$ cat config.mk
export PLATFORM = sky130hd
export DESIGN_NAME = fifo_64i_16o_unpack_flat
export DESIGN_NICKNAME = d
export VERILOG_FILES = /design/src/rtl/fifo_64i_16o_unpack_pkg.sv /design/src/rtl/fifo_64i_16o_unpack_if.sv /design/src/rtl/fifo_64i_16o_unpack_mux.sv /design/src/rtl/fifo_64i_16o_unpack.sv /design/src/flat_wrapper.sv
export SDC_FILE = /design/constraint.sdc
export NUM_CORES = 1
export LEC_CHECK = 0
export ABC_AREA = 1
export CAP_MARGIN = 20
export CORE_ASPECT_RATIO = 1.1
export CORE_MARGIN = 2
export CORE_UTILIZATION = 58
export CTS_CLUSTER_DIAMETER = 150
export DETAILED_ROUTE_END_ITERATION = 10
export GPL_TIMING_DRIVEN = 0
export PLACE_DENSITY = 0.85
export SLEW_MARGIN = 20
export SYNTH_ARGS = -nofsm -noshare
export SYNTH_HDL_FRONTEND = slang
export SYNTH_HIERARCHICAL = 1
export SYNTH_SLANG_ARGS = --single-unit
$ cat constraint.sdc
create_clock -name clk -period 7.7 [get_ports clk]
set_clock_uncertainty 0.15 [all_clocks]
set_input_delay 2.31 -clock clk [delete_from_list [all_inputs] [get_ports clk]]
set_output_delay 2.31 -clock clk [all_outputs]
set_load 0.1 [all_outputs]
$ cat src/rtl/fifo_64i_16o_unpack_pkg.sv
// Shared widths, ratio/log2 helpers and the handshake-fire rule for the 64->16 unpacker
// and its packing counterpart.
package fifo_64i_16o_unpack_pkg;

    localparam int DEF_IN_WIDTH  = 64;
    localparam int DEF_OUT_WIDTH = 16;

    function automatic int ratio_f(input int in_w, input int out_w);
        return in_w / out_w;
    endfunction

    // Never returns 0 so a RATIO of 1 still yields a legal 1-bit beat index.
    function automatic int clog2_f(input int v);
        int r;
        r = 0;
        while ((1 << r) < v) r++;
        return (r == 0) ? 1 : r;
    endfunction

    function automatic logic hs_fire(input logic en, input logic vld);
        return en && vld;
    endfunction

endpackage

$ cat src/rtl/fifo_64i_16o_unpack_if.sv
// Write/read handshake bundle of the unpacker: enable from the user, valid from the block.
interface fifo_64i_16o_unpack_if
    import fifo_64i_16o_unpack_pkg::*;
#(
    parameter int IN_WIDTH  = DEF_IN_WIDTH,
    parameter int OUT_WIDTH = DEF_OUT_WIDTH
);
    logic                 wr_en;
    logic                 wr_vld;
    logic [IN_WIDTH-1:0]  wr_data;
    logic                 rd_en;
    logic                 rd_vld;
    logic [OUT_WIDTH-1:0] rd_data;
    logic                 rd_last;
    logic [1:0]           word_cnt;

    modport master (
        output wr_en, wr_data, rd_en,
        input  wr_vld, rd_vld, rd_data, rd_last, word_cnt
    );

    modport slave (
        input  wr_en, wr_data, rd_en,
        output wr_vld, rd_vld, rd_data, rd_last, word_cnt
    );
endinterface

$ cat src/rtl/fifo_64i_16o_unpack_mux.sv
// Beat selector: picks slice beat_idx of the head word, beat 0 = least-significant.
// Purely combinational, no backpressure.
module fifo_64i_16o_unpack_mux
    import fifo_64i_16o_unpack_pkg::*;
#(
    parameter int IN_WIDTH  = DEF_IN_WIDTH,
    parameter int OUT_WIDTH = DEF_OUT_WIDTH,
    parameter int BEAT_W    = clog2_f(ratio_f(DEF_IN_WIDTH, DEF_OUT_WIDTH))
) (
    input  logic [IN_WIDTH-1:0]  head_word,
    input  logic [BEAT_W-1:0]    beat_idx,
    output logic [OUT_WIDTH-1:0] beat_data
);
    localparam int RATIO = ratio_f(IN_WIDTH, OUT_WIDTH);

    always_comb begin
        beat_data = head_word[OUT_WIDTH-1:0];
        for (int i = 1; i < RATIO; i++) begin
            if (beat_idx == BEAT_W'(i)) begin
                beat_data = head_word[i*OUT_WIDTH +: OUT_WIDTH];
            end
        end
    end

endmodule

$ cat src/rtl/fifo_64i_16o_unpack.sv
// 2-word buffer emitting each 64-bit word as four 16-bit beats, LSB first; first-word-fall-through.
// Latency 1 edge write-to-beat-0; wr_vld drops at 2 words and comes only from registered count.
module fifo_64i_16o_unpack
    import fifo_64i_16o_unpack_pkg::*;
#(
    parameter int IN_WIDTH  = DEF_IN_WIDTH,
    parameter int OUT_WIDTH = DEF_OUT_WIDTH
) (
    input  logic                 clk,
    input  logic                 rst,
    fifo_64i_16o_unpack_if.slave bus
);
    localparam int                RATIO     = ratio_f(IN_WIDTH, OUT_WIDTH);
    localparam int                BEAT_W    = clog2_f(RATIO);
    localparam logic [BEAT_W-1:0] LAST_BEAT = BEAT_W'(RATIO - 1);

    logic [IN_WIDTH-1:0]  mem_q [2];
    logic [IN_WIDTH-1:0]  mem_d [2];
    logic                 wr_ptr_q, wr_ptr_d;
    logic                 rd_ptr_q, rd_ptr_d;
    logic [1:0]           cnt_q, cnt_d;
    logic [BEAT_W-1:0]    beat_idx_q, beat_idx_d;
    logic                 wr_vld, rd_vld;
    logic                 wr_fire, rd_fire, word_done;
    logic [OUT_WIDTH-1:0] rd_data;

    assign wr_vld = (cnt_q != 2'd2);
    assign rd_vld = (cnt_q != 2'd0);

    always_comb begin
        wr_fire    = hs_fire(bus.wr_en, wr_vld);
        rd_fire    = hs_fire(bus.rd_en, rd_vld);
        word_done  = rd_fire && (beat_idx_q == LAST_BEAT);
        mem_d      = mem_q;
        wr_ptr_d   = wr_ptr_q;
        rd_ptr_d   = rd_ptr_q;
        cnt_d      = cnt_q;
        beat_idx_d = beat_idx_q;

        if (wr_fire) begin
            mem_d[wr_ptr_q] = bus.wr_data;
            wr_ptr_d        = ~wr_ptr_q;
        end
        if (rd_fire) begin
            beat_idx_d = word_done ? '0 : beat_idx_q + BEAT_W'(1);
        end
        if (word_done) begin
            rd_ptr_d = ~rd_ptr_q;
        end
        // A write landing on the same edge as a word retiring leaves the count unchanged.
        case ({wr_fire, word_done})
            2'b10:   cnt_d = cnt_q + 2'd1;
            2'b01:   cnt_d = cnt_q - 2'd1;
            default: cnt_d = cnt_q;
        endcase
    end

    always_ff @(posedge clk) begin
        if (rst) begin
            wr_ptr_q   <= 1'b0;
            rd_ptr_q   <= 1'b0;
            cnt_q      <= 2'd0;
            beat_idx_q <= '0;
        end else begin
            wr_ptr_q   <= wr_ptr_d;
            rd_ptr_q   <= rd_ptr_d;
            cnt_q      <= cnt_d;
            beat_idx_q <= beat_idx_d;
        end
    end

    // Word storage is data-only and deliberately left out of reset.
    always_ff @(posedge clk) begin
        mem_q <= mem_d;
    end

    fifo_64i_16o_unpack_mux #(
        .IN_WIDTH  (IN_WIDTH),
        .OUT_WIDTH (OUT_WIDTH),
        .BEAT_W    (BEAT_W)
    ) u_mux (
        .head_word (mem_q[rd_ptr_q]),
        .beat_idx  (beat_idx_q),
        .beat_data (rd_data)
    );

    assign bus.wr_vld   = wr_vld;
    assign bus.rd_vld   = rd_vld;
    assign bus.rd_data  = rd_data;
    assign bus.rd_last  = rd_vld && (beat_idx_q == LAST_BEAT);
    assign bus.word_cnt = cnt_q;

endmodule

$ cat src/flat_wrapper.sv
// flat-port wrapper written by rule: the top's interface ports become plain ports
module fifo_64i_16o_unpack_flat import fifo_64i_16o_unpack_pkg::*;
#(
    parameter int IN_WIDTH  = DEF_IN_WIDTH,
    parameter int OUT_WIDTH = DEF_OUT_WIDTH
)
  (clk, rst, bus_wr_en, bus_wr_data, bus_rd_en, bus_wr_vld, bus_rd_vld, bus_rd_data, bus_rd_last, bus_word_cnt);
  fifo_64i_16o_unpack_if #(.IN_WIDTH(IN_WIDTH), .OUT_WIDTH(OUT_WIDTH)) bus_i ();
  input  logic clk;
  input  logic rst;
  input wire logic [$bits(bus_i.wr_en)-1:0] bus_wr_en;
  input wire logic [$bits(bus_i.wr_data)-1:0] bus_wr_data;
  input wire logic [$bits(bus_i.rd_en)-1:0] bus_rd_en;
  output wire logic [$bits(bus_i.wr_vld)-1:0] bus_wr_vld;
  output wire logic [$bits(bus_i.rd_vld)-1:0] bus_rd_vld;
  output wire logic [$bits(bus_i.rd_data)-1:0] bus_rd_data;
  output wire logic [$bits(bus_i.rd_last)-1:0] bus_rd_last;
  output wire logic [$bits(bus_i.word_cnt)-1:0] bus_word_cnt;
  assign bus_i.wr_en = bus_wr_en;
  assign bus_i.wr_data = bus_wr_data;
  assign bus_i.rd_en = bus_rd_en;
  assign bus_wr_vld = bus_i.wr_vld;
  assign bus_rd_vld = bus_i.rd_vld;
  assign bus_rd_data = bus_i.rd_data;
  assign bus_rd_last = bus_i.rd_last;
  assign bus_word_cnt = bus_i.word_cnt;
  fifo_64i_16o_unpack #(.IN_WIDTH(IN_WIDTH), .OUT_WIDTH(OUT_WIDTH)) u_core (.clk(clk), .rst(rst), .bus(bus_i));
endmodule
==> impl_summary.txt, run 1 <==
----------------------------------------------------
[STA]
  Final clock period utilization by the worst path ... 0.711
  Least-Margin Pin Slew ... a little over 1 ns
  Setup repair after global routing missed its margin ... false
  Final number of hold-violating endpoints ... 0
  Setup-violating endpoint count in the final report ... 0
  Time the worst path needs with I/O delays and setup ... 5.48 ns
  Highest achievable clock rate ... around 180 MHz
  Worst Hold Margin ... 0.426 ns
  Accumulated negative setup slack ... 0 ns
  Normalized max-slew margin ... 0.319
  Pins over their slew limit ... 0

[Synth]
  Flop and latch count out of synthesis ... between 100 and 150
  Xor and xnor area share after synthesis ... 0
  Largest family of logic cells by synthesized area ... simple AND/OR/NAND/NOR gates
  Post-synth net total ... 611
  Post-Syn Area per Cell ... around 11 µm²
  Area share of and/or/nand/nor cells after synthesis ... 0.237
  Multiplexer share of the synthesized area ... 0
  Library cells used by synthesis ... 24
  Number of warnings issued by yosys ... 6
  Adder-cell area share of the yosys netlist ... 0.00436
  Cell count after synthesis ... around 540
  Part of the Yosys area used for sequential elements ... 0.691
  Post-synthesis instance area ... 5740 µm²
  Share of the synthesized area in compound gates (AO/OA/AOI/OAI) ... 0.00785

[Floorplanning]
  Row cnt ... 38
  DIE WIDTH ... ~99 µm
  Die footprint ... about 11,000 µm²
  Starting density of the core ... 0.588
  Area of the core ... 9750 µm²
  Number of top-level pins ... between 80 and 90
  Die boundary height ... around 110 µm

[Detailed routing]
  1st-pass router iterations ... 5
  Via Count ... around 4,300
  ANT nets after route ... 0
  Vias per cell ... roughly 5.4
  Routed len/inst ... between 15 and 20 µm
  Post-route DRC ... 0
  Iter 0 DRT Violations ... ~360
  Total Routed Length ... around 13 mm

[Critical path]
  Critical path, cell by cell ... inv_2 -> buf_4 -> buf_2 -> nand2_1 -> nand2_1 -> nand2_1 -> nand2_1 -> nand3_1 -> nand2_1 -> clkdlybuf4s50_1
  Number of buffer and inverter instances along the worst setup path ... 4
  CP max stage delay ... between 1 and 1.5 ns
  Source of the critical timing path ... u_core/rd_ptr_q
  Most frequent cell on the critical path ... nand2_1
  Endpoint required time on the critical path ... roughly 5.2 ns
  Worst reg2reg path startpoint ... u_core/bus.word_cnt[0]
  Data arrival time of the critical path ... just over 3 ns
  Crit end category ... primary output
  Cell family contributing the most delay on the critical path ... buffers and inverters
  Critical Setup Path Class ... reg2out
  Kind of start point of the critical path ... flop
  Highest fanout seen on the critical path ... 10
  Crit path max-delay cell type ... clkdlybuf4s50_1

[Status]
  Status ... finished, final reports clean

[Global route]
  Maximum number of pins on one net before global-route repair ... 27
  Number of antenna violations at the first check in global routing ... 0
  Overall fraction of global-route tracks in use ... 0.267
  Number of global-route vias before repair ... between 4,000 and 5,000
  Total congestion overflow after global routing ... 0
  Wire length of the first global-routing pass ... 21.3 mm

[Run]
  Reported max-cap violation count ... 0

[Cells and area]
  Count of filler cells inserted in the layout ... ~550
  Diode count ... 0
  # nets final ... ~720
  Area grow syn2layout ... 30.0%
  Fraction of final layout cells with drive strength greater than 1 ... 0.115

[Clock tree]
  Number of buffers inserted to repair setup after CTS ... 0
  Clock tree root driver cell ... clkbuf_8
  Source-to-sink clock delay at the later pin of the worst-skew pair ... ~0.52 ns
  CTS Buffer Depth ... 2
  Resized cells post-CTS ... 0
  CTS tree ... yes
  # clock sinks ... around 130
  Clock H-tree levels ... 4
  Clock transition at the registers of the reported paths ... approximately 0.060 ns
  Cts bufs inserted ... 17
  Quantity of hold-fixing buffers added after cts ... 0

[Power and ir drop]
  Net switching power ... 0.505 mW
  Internal power ... roughly 1.4 mW
  Clock group share of total power ... 0.397
  Switch share ... 0.261
  Leakage component of the power ... between 3 and 4 nW
  Maximum ir drop on the vdd rail ... around 0.2 mV
  Sequential power share ... 0.446
  Proportion of power drawn by combinational gates ... 0.157
  PwrDens ... between 200 and 300 nW/µm²

[Placed design]
  Global placer's final weighted congestion ... between 0.8 and 0.9
  DP Wirelength ... 8.80 mm
  Number of buffers added on ports ... roughly 90

[Hold path]
  Start point of the worst hold path ... u_core/beat_idx_q[1]
  Hold Crit Class ... reg2reg

----------------------------------------------------
sequential cells by signal (all words and copies together), names as in the netlist:
name and count:
u_core/mem_q 128, u_core/beat_idx_q 2, u_core/bus.word_cnt 2, u_core/rd_ptr_q 1
u_core/wr_ptr_q 1
routing by layer:
| layer | track usage | part of all wire | vias to the layer above |
|---|---|---|---|
| met1 | 0.292 | 0.35 | 1998 |
| met4 | 0.112 | 0.028 | 0 |
| met5 | 0 | 0 | - |
| li1 | - | - | 1986 |
| met3 | 0.0711 | 0.078 | 37 |
| met2 | 0.488 | 0.54 | 231 |
cell usage in the layout, fill, tap and decap left out, types with 5 or more instances in the layout:
cell / n
inv_2: 6
buf_12: 5
buf_4: 8
a21oi_1: 5
clkdlybuf4s50_1: 88
nand2_2: 12
buf_2: 7
nand3_1: 29
clkbuf_16: 16
edfxtp_1: 128
dfxtp_1: 6
inv_1: 36
nor2_1: 8
nand2_1: 272
layout make-up:
| class | count | area, µm² | area share |
|---|---|---|---|
| repair buffers | 94 | 991 | 0.133 |
| flip-flops and latches | 134 | 3960 | 0.532 |
| multi-input cells | 343 | 1440 | 0.194 |
| clock inverters | 11 | 133 | 0.0178 |
| clock buffers | 21 | 429 | 0.0576 |
| plain buffers | 21 | 179 | 0.0240 |
| inverters | 43 | 164 | 0.0220 |
| well taps | 120 | 150 | 0.0201 |
final timing paths:
| check | end | slack (ns) | depth (start not counted) |
|---|---|---|---|
| hold / removal | u_core/beat_idx_q[1] | 0.43 | 2 |
| setup reg to reg | u_core/mem_q[120] | 5.78 | 7 |
| setup / recovery | bus_rd_data[2] | 2.22 | 10 |
| hold reg to reg | u_core/beat_idx_q[1] | 0.43 | 2 |
per-stage QoR:
| stage | cell area, µm² | instances | setup slack [ns] | util | power, mW |
|---|---|---|---|---|---|
| 5_1_grt | 7450 | 787 | 2.09 | 0.765 | 2.00 |
| 2_1_floorplan | 5740 | 541 | 1.98 | - | 1.07 |
| 3_5_place_dp | 6890 | 755 | 2.83 | 0.707 | 1.18 |
| 3_3_place_gp | 6770 | 749 | 0.101 | 0.694 | 1.16 |
| 6_report | 7450 | 787 | 2.22 | 0.765 | 1.94 |
| 4_1_cts | 7450 | 787 | 2.22 | 0.765 | 1.94 |
tightest hold or removal path: stages (launching register included):
cell,delay (ns)
dfxtp_1,0.35
nand2_1,0.10
a21oi_1,0.07
synthesized netlist by cell type:
cell type	count	share of area
nand2_1	272	0.18
a21oi_1	5	0.0044
edfxtp_1	128	0.67
inv_1	36	0.024
nand2_2	12	0.013
dfxtp_1	6	0.021
o21ai_0	3	0.0026
nand2_4	4	0.0079
nand4_1	2	0.0022
inv_4	1	0.0011
nand3_2	1	0.0017
nand3_1	29	0.025
buf_2	7	0.0061
or2_0	2	0.0022
buf_6	2	0.0039
buf_8	1	0.0026
buf_4	8	0.010
nor2_1	10	0.0065
clkbuf_8	1	0.0024
ha_1	2	0.0044
buf_12	1	0.0035
o21ai_1	1	0.00087
inv_2	6	0.0039
dlymetal6s2s_1	1	0.0022
power groups by stage:
| stage | logic, mW | clock network (mW) | registers (mW) |
|---|---|---|---|
| final | 0.305 | 0.769 | 0.864 |
| after detailed placement | 0.300 | 0 | 0.878 |
| after global routing | 0.322 | 0.808 | 0.867 |
| after global placement | 0.283 | 0 | 0.882 |
| after CTS | 0.304 | 0.772 | 0.864 |
| after floorplan | 0.187 | 0 | 0.885 |
kinds of logic after synthesis:
kind of cell    after synthesis
buf+inv                      64
flops                       134
compound gates                9
fa+ha+maj                     2
simple gates                332
Power figures use the tool's default switching activity.
==> run 2, diff against run 1 <==
--- a/config.mk
+++ b/config.mk
@@ -9,11 +9,11 @@
 export CAP_MARGIN = 20
 export CORE_ASPECT_RATIO = 1.1
 export CORE_MARGIN = 2
-export CORE_UTILIZATION = 58
+export CORE_UTILIZATION = 48
 export CTS_CLUSTER_DIAMETER = 150
 export DETAILED_ROUTE_END_ITERATION = 10
 export GPL_TIMING_DRIVEN = 0
-export PLACE_DENSITY = 0.85
+export PLACE_DENSITY = 0.75
 export SLEW_MARGIN = 20
 export SYNTH_ARGS = -nofsm -noshare
 export SYNTH_HDL_FRONTEND = slang
==> constraint.sdc (replaced) <==
create_clock -name clk -period 4.7 [get_ports clk]
set_clock_uncertainty 0.15 [all_clocks]
set_input_delay 1.41 -clock clk [delete_from_list [all_inputs] [get_ports clk]]
set_output_delay 1.41 -clock clk [all_outputs]
set_load 0.1 [all_outputs]
==> run 2 against run 1 <==
  * Via count shrank 4.3%
  * Count of clock-buffer cells in the layout stayed put
  * Total power is 67% higher
  * Sequential cell count unchanged
  * Wire length decreased by 4.9%
  * Critical endpoint is now bus_rd_data[6]
==> impl_summary.txt, run 2 (same netlist as run 1, synthesis figures left out) <==
----------------------------------------------------
[Placed design]
  Global placer's final weighted congestion ... slightly above 0.8
  Number of buffers added on ports ... 88
  DP Wirelength ... about 8.9 mm
  Worst slack after detailed placement ... 0.718 ns

[Global route]
  Maximum number of pins on one net before global-route repair ... 26
  Number of antenna violations at the first check in global routing ... 0
  Overall fraction of global-route tracks in use ... 0.214
  Number of global-route vias before repair ... roughly 4,200
  Wire length of the first global-routing pass ... between 20 and 25 mm
  Total congestion overflow after global routing ... 0

[Detailed routing]
  ANT nets after route ... 0
  Post-route DRC ... 0
  Routed len/inst ... approximately 16 µm
  1st-pass router iterations ... 5
  Via Count ... 4,070
  Vias per cell ... roughly 5.0
  Total Routed Length ... around 13 mm
  Iter 0 DRT Violations ... 280

[Cells and area]
  Final cell utilization of the core ... 0.651
  Area grow syn2layout ... 30.9%
  Largest register by flop count ... u_core/mem_q
  Count of filler cells inserted in the layout ... 886
  Max reg flops ... approximately 130
  Leading cell type in the layout, fill and taps excluded ... nand2_1
  Fraction of final layout cells with drive strength greater than 1 ... 0.116
  # nets final ... 722
  Diode count ... 0
  Most frequent cells in the layout ... 272 x nand2_1, 128 x edfxtp_1, 88 x clkdlybuf4s50_1

[Floorplanning]
  DIE WIDTH ... 108 µm
  Die boundary height ... 119 µm
  Area of the core ... 11,500 µm²
  Number of top-level pins ... 89
  Row cnt ... 41
  Starting density of the core ... 0.497
  Die footprint ... about 13,000 µm²

[Critical path]
  Crit end category ... primary output
  R2R setup slack ... between 2 and 3 ns
  Cell family contributing the most delay on the critical path ... buffers and inverters
  Kind of start point of the critical path ... flop
  Highest fanout seen on the critical path ... 10
  Worst-case reg-to-reg path depth ... 5
  Data arrival time of the critical path ... roughly 2.9 ns
  Critical Setup Path Class ... reg2out
  Crit path max-delay cell type ... clkdlybuf4s50_1
  Endpoint required time on the critical path ... 3.14 ns
  End of the worst register-to-register path ... u_core/mem_q[114]
  Worst reg2reg path startpoint ... u_core/bus.word_cnt[0]
  Critical path, cell by cell ... inv_2 -> buf_4 -> buf_2 -> nand2_1 -> nand2_1 -> nand2_1 -> nand2_1 -> nand3_1 -> nand2_1 -> clkdlybuf4s50_1
  Number of buffer and inverter instances along the worst setup path ... 4
  CP max stage delay ... ~1.1 ns
  Most frequent cell on the critical path ... nand2_1

[STA]
  Final clock period utilization by the worst path ... 0.940
  Time the worst path needs with I/O delays and setup ... around 4.4 ns
  Accumulated negative setup slack ... 0 ns
  Final number of hold-violating endpoints ... 0
  PnR worst setup slack ... 0.280 ns
  Least-Margin Pin Slew ... between 0.9 and 1 ns
  Normalized max-slew margin ... 0.339
  Highest achievable clock rate ... between 200 and 250 MHz
  Setup repair after global routing missed its margin ... false
  Setup-violating endpoint count in the final report ... 0
  Pins over their slew limit ... 0

[Clock tree]
  Number of buffers inserted to repair setup after CTS ... 0
  Resized cells post-CTS ... 0
  Source-to-sink clock delay at the later pin of the worst-skew pair ... roughly 0.4 ns
  CTS tree ... yes
  CTS Buffer Depth ... 2
  Clock H-tree levels ... 4
  Clock tree root driver cell ... clkbuf_16
  Quantity of hold-fixing buffers added after cts ... 0
  Cts bufs inserted ... 17
  Clock transition at the registers of the reported paths ... around 0.05 ns
  # clock sinks ... between 100 and 150

[Hold path]
  Start point of the worst hold path ... u_core/beat_idx_q[1]
  Hold Crit Class ... reg2reg
  Endpoint with the worst hold slack ... u_core/beat_idx_q[1]
  Hold Path Depth ... 2

[Power and ir drop]
  Leakage component of the power ... around 3.1 nW
  Maximum ir drop on the vdd rail ... 0.305 mV
  PnR Total Power ... around 3.2 mW
  PwrDens ... 432 nW/µm²

[Run]
  Reported max-cap violation count ... 0

[Status]
  Status ... finished, final reports clean

----------------------------------------------------
==> run 2: area by class of cell <==
| type | instances | area (µm²) | share of cell area |
|---|---|---|---|
| tap | 150 | 188 | 0.0250 |
| clock inverter | 10 | 155 | 0.0207 |
| inverter | 43 | 164 | 0.0218 |
| clock buffer | 21 | 440 | 0.0586 |
| sequential | 134 | 3960 | 0.528 |
| multi-input combinational | 343 | 1440 | 0.192 |
| timing repair buffer | 92 | 976 | 0.130 |
| buffer | 21 | 179 | 0.0238 |
==> run 2: per-layer routing <==
| layer | vias up | part of all wire | track usage |
|---|---|---|---|
| li1 | 1978 | - | - |
| met1 | 1902 | 0.39 | 0.251 |
| met2 | 172 | 0.52 | 0.367 |
| met3 | 18 | 0.069 | 0.0689 |
| met4 | 0 | 0.015 | 0.0713 |
| met5 | - | 0 | 0 |
==> run 2: per-stage QoR <==
stage	hold WS, ns	cells	area [µm²]
after floorplan	0.312	541	5740
after global placement	0.340	779	6800
after detailed placement	0.367	783	6910
after CTS	0.384	814	7510
after global routing	0.401	814	7510
final	0.383	814	7510
==> run 2: how the worst max path moves through the flow <==
stage / start / to / slack [ns] / depth (start not counted)
5_1_grt: u_core/rd_ptr_q / bus_rd_data[6] / 0.12 / 10
3_3_place_gp: bus_wr_en / u_core/mem_q[40] / -2.04 / 3
2_1_floorplan: u_core/bus.word_cnt[0] / u_core/mem_q[0] / -0.42 / 4
4_1_cts: u_core/rd_ptr_q / bus_rd_data[6] / 0.27 / 10
6_report: u_core/rd_ptr_q / bus_rd_data[6] / 0.28 / 10
3_5_place_dp: u_core/rd_ptr_q / bus_rd_data[7] / 0.72 / 10
==> run 2: power by group <==
part | leakage [nW] | internal, mW | switching, mW | total, mW
Clock | 0.287 | 0.880 | 0.454 | 1.33
Sequential | 1.25 | 1.39 | 0.0214 | 1.41
Combinational | 1.60 | 0.154 | 0.340 | 0.494
==> run 2: worst register-to-register path, delay by kind of cell (launching register included) <==
family | cells | cell delay [ns]
buffers and inverters | 2 | 0.38
flip-flops | 1 | 0.37
AND/OR/NAND/NOR | 3 | 0.77
==> run 3, diff against run 2 <==
--- a/config.mk
+++ b/config.mk
@@ -14,7 +14,7 @@
 export DETAILED_ROUTE_END_ITERATION = 10
 export GPL_TIMING_DRIVEN = 0
 export PLACE_DENSITY = 0.75
-export SLEW_MARGIN = 20
+export SLEW_MARGIN = 10
 export SYNTH_ARGS = -nofsm -noshare
 export SYNTH_HDL_FRONTEND = slang
 export SYNTH_HIERARCHICAL = 1
==> run 3 against run 2 <==
  * Non-clock buffer count unchanged
  * Total power is 3.1% lower
  * Largest cell class unchanged
  * Largest power group unchanged
  * Cell count did not move
  * Design area fell by 0.63%
==> impl_summary.txt, run 3 (same netlist as run 1, synthesis figures left out) <==
----------------------------------------------------
[Status]
  Status ... finished, final reports clean

[Floorplanning]
  Die footprint ... approximately 13,000 µm²
  Row cnt ... between 40 and 50
  Number of top-level pins ... 89
  Area of the core ... between 10,000 and 15,000 µm²
  Starting density of the core ... 0.497
  Die boundary height ... ~120 µm
  DIE WIDTH ... 108 µm

[Hold path]
  Hold Path Depth ... 2
  Hold Crit Class ... reg2reg

[Clock tree]
  Quantity of hold-fixing buffers added after cts ... 0
  CTS tree ... yes
  Resized cells post-CTS ... 0
  Clock tree root driver cell ... clkbuf_16
  Cts bufs inserted ... 17
  Source-to-sink clock delay at the later pin of the worst-skew pair ... around 0.4 ns
  Number of buffers inserted to repair setup after CTS ... 0
  Clock transition at the registers of the reported paths ... approximately 0.050 ns
  Clock H-tree levels ... 4
  CTS Buffer Depth ... 2
  # clock sinks ... ~130

[Placed design]
  Area after DPL ... around 6900 µm²
  Number of buffers added on ports ... 88
  Count of placed standard cells including taps ... approximately 800
  Worst slack after detailed placement ... 0.722 ns
  DP Wirelength ... 8.90 mm
  Global placer's final weighted congestion ... between 0.8 and 0.9

[Critical path]
  Highest fanout seen on the critical path ... 10
  Most frequent cell on the critical path ... nand2_1
  Kind of start point of the critical path ... flop
  Critical Setup Path Class ... reg2out
  Endpoint required time on the critical path ... 3.14 ns
  Number of buffer and inverter instances along the worst setup path ... 4
  Crit end category ... primary output
  Crit path max-delay cell type ... clkdlybuf4s50_1
  Source of the critical timing path ... u_core/rd_ptr_q
  CP max stage delay ... 1.15 ns
  End of the worst register-to-register path ... u_core/mem_q[42]
  Worst-case reg-to-reg path depth ... 5
  Worst path depth ... 10
  Data arrival time of the critical path ... roughly 3 ns
  Cell family contributing the most delay on the critical path ... buffers and inverters
  Critical path, cell by cell ... inv_2 -> buf_4 -> buf_2 -> nand2_1 -> nand2_1 -> nand2_1 -> nand2_1 -> nand3_1 -> nand2_1 -> clkdlybuf4s50_1
  Worst reg2reg path startpoint ... u_core/bus.word_cnt[0]
  R2R setup slack ... 2.72 ns
  Critical path destination ... bus_rd_data[2]

[Cells and area]
  Largest register by flop count ... u_core/mem_q
  Number of non-filler instances in the completed layout ... slightly above 800
  Fraction of final layout cells with drive strength greater than 1 ... 0.116
  Area grow syn2layout ... 30.1%
  Max reg flops ... around 130
  Final standard cell area without fillers ... approximately 7500 µm²
  Diode count ... 0
  # nets final ... a little over 700
  Count of filler cells inserted in the layout ... ~900
  Most frequent cells in the layout ... 272 x nand2_1, 128 x edfxtp_1, 88 x clkdlybuf4s50_1
  Leading cell type in the layout, fill and taps excluded ... nand2_1

[Power and ir drop]
  Switch share ... 0.262
  Internal power ... between 2 and 2.5 mW
  Clock group share of total power ... 0.392
  Sequential power share ... 0.450
  Net switching power ... 0.823 mW
  Maximum ir drop on the vdd rail ... between 0.2 and 0.3 mV
  PwrDens ... approximately 420 nW/µm²
  Leakage component of the power ... between 3 and 4 nW
  Proportion of power drawn by combinational gates ... 0.158

[Detailed routing]
  1st-pass router iterations ... 6
  Iter 0 DRT Violations ... between 200 and 300
  Met3 Routed Length ... roughly 840 µm
  Uppermost layer routed ... met4
  Total Routed Length ... roughly 13 mm
  ANT nets after route ... 0
  Met1 layer wirelength in the final routing ... just over 5 mm
  Via Count ... approximately 4,000
  Post-route DRC ... 0
  Met2 routed WL ... 6.71 mm
  Routed len/inst ... roughly 16 µm
  Vias per cell ... approximately 5.0

[STA]
  Time the worst path needs with I/O delays and setup ... about 4.5 ns
  Highest achievable clock rate ... 223 MHz
  Setup repair after global routing missed its margin ... false
  Least-Margin Pin Slew ... approximately 1 ns
  Final number of hold-violating endpoints ... 0
  Setup-violating endpoint count in the final report ... 0
  Final clock period utilization by the worst path ... 0.954
  Pins over their slew limit ... 0
  Worst Hold Margin ... 0.384 ns
  PnR worst setup slack ... approximately 0.22 ns
  Normalized max-slew margin ... 0.329

[Global route]
  Number of global-route vias before repair ... 4,128
  Number of antenna violations at the first check in global routing ... 0
  Total congestion overflow after global routing ... 0
  Maximum number of pins on one net before global-route repair ... 27
  Wire length of the first global-routing pass ... approximately 20 mm
  Overall fraction of global-route tracks in use ... 0.211

[Run]
  Reported max-cap violation count ... 0

----------------------------------------------------
run 3: worst register-to-register path, stage by stage, from the launching register on:
cell and delay (ns):
dfxtp_1 0.38, inv_2 0.10, nand2_2 0.09, nand2_2 0.11
nor2_4 0.56, buf_12 0.28
run 3: power by group through the flow:
stage	clock network (mW)	registers [mW]	logic, mW
floorplan	0	1.45	0.306
global placement	0	1.45	0.469
detailed placement	0	1.44	0.493
CTS	1.25	1.41	0.497
global route	1.31	1.42	0.523
finish	1.23	1.41	0.496
run 3: stage by stage:
stage / TNS [ns] / power [mW] / util
after floorplan: -53.19 / 1.76 / -
after global placement: -259.92 / 1.91 / 0.589
after detailed placement: 0 / 1.93 / 0.599
after CTS: 0 / 3.16 / 0.647
after global routing: 0 / 3.25 / 0.647
final: 0 / 3.14 / 0.647
run 3: routing by layer:
metal  global-route usage  vias to the layer above
met5                    0                        -
met4               0.0793                        0
met3               0.0645                       17
met2                0.361                      151
met1                0.249                     1951
li1                     -                     1975
run 3: area by class of cell:
class | instances | area (µm²) | area share
multi-input cells | 343 | 1440 | 0.193
flip-flops and latches | 134 | 3960 | 0.531
repair buffers | 92 | 976 | 0.131
clock buffers | 21 | 440 | 0.0590
inverters | 43 | 164 | 0.0220
well taps | 150 | 188 | 0.0252
clock inverters | 10 | 108 | 0.0144
plain buffers | 21 | 179 | 0.0240
run 3: how the worst min path moves through the flow:
stage / end / from
2_1_floorplan: u_core/beat_idx_q[1] / u_core/beat_idx_q[1]
3_3_place_gp: u_core/wr_ptr_q / u_core/wr_ptr_q
3_5_place_dp: u_core/beat_idx_q[1] / u_core/beat_idx_q[1]
4_1_cts: u_core/beat_idx_q[1] / u_core/beat_idx_q[1]
5_1_grt: u_core/beat_idx_q[1] / u_core/beat_idx_q[1]
6_report: u_core/beat_idx_q[1] / u_core/beat_idx_q[1]
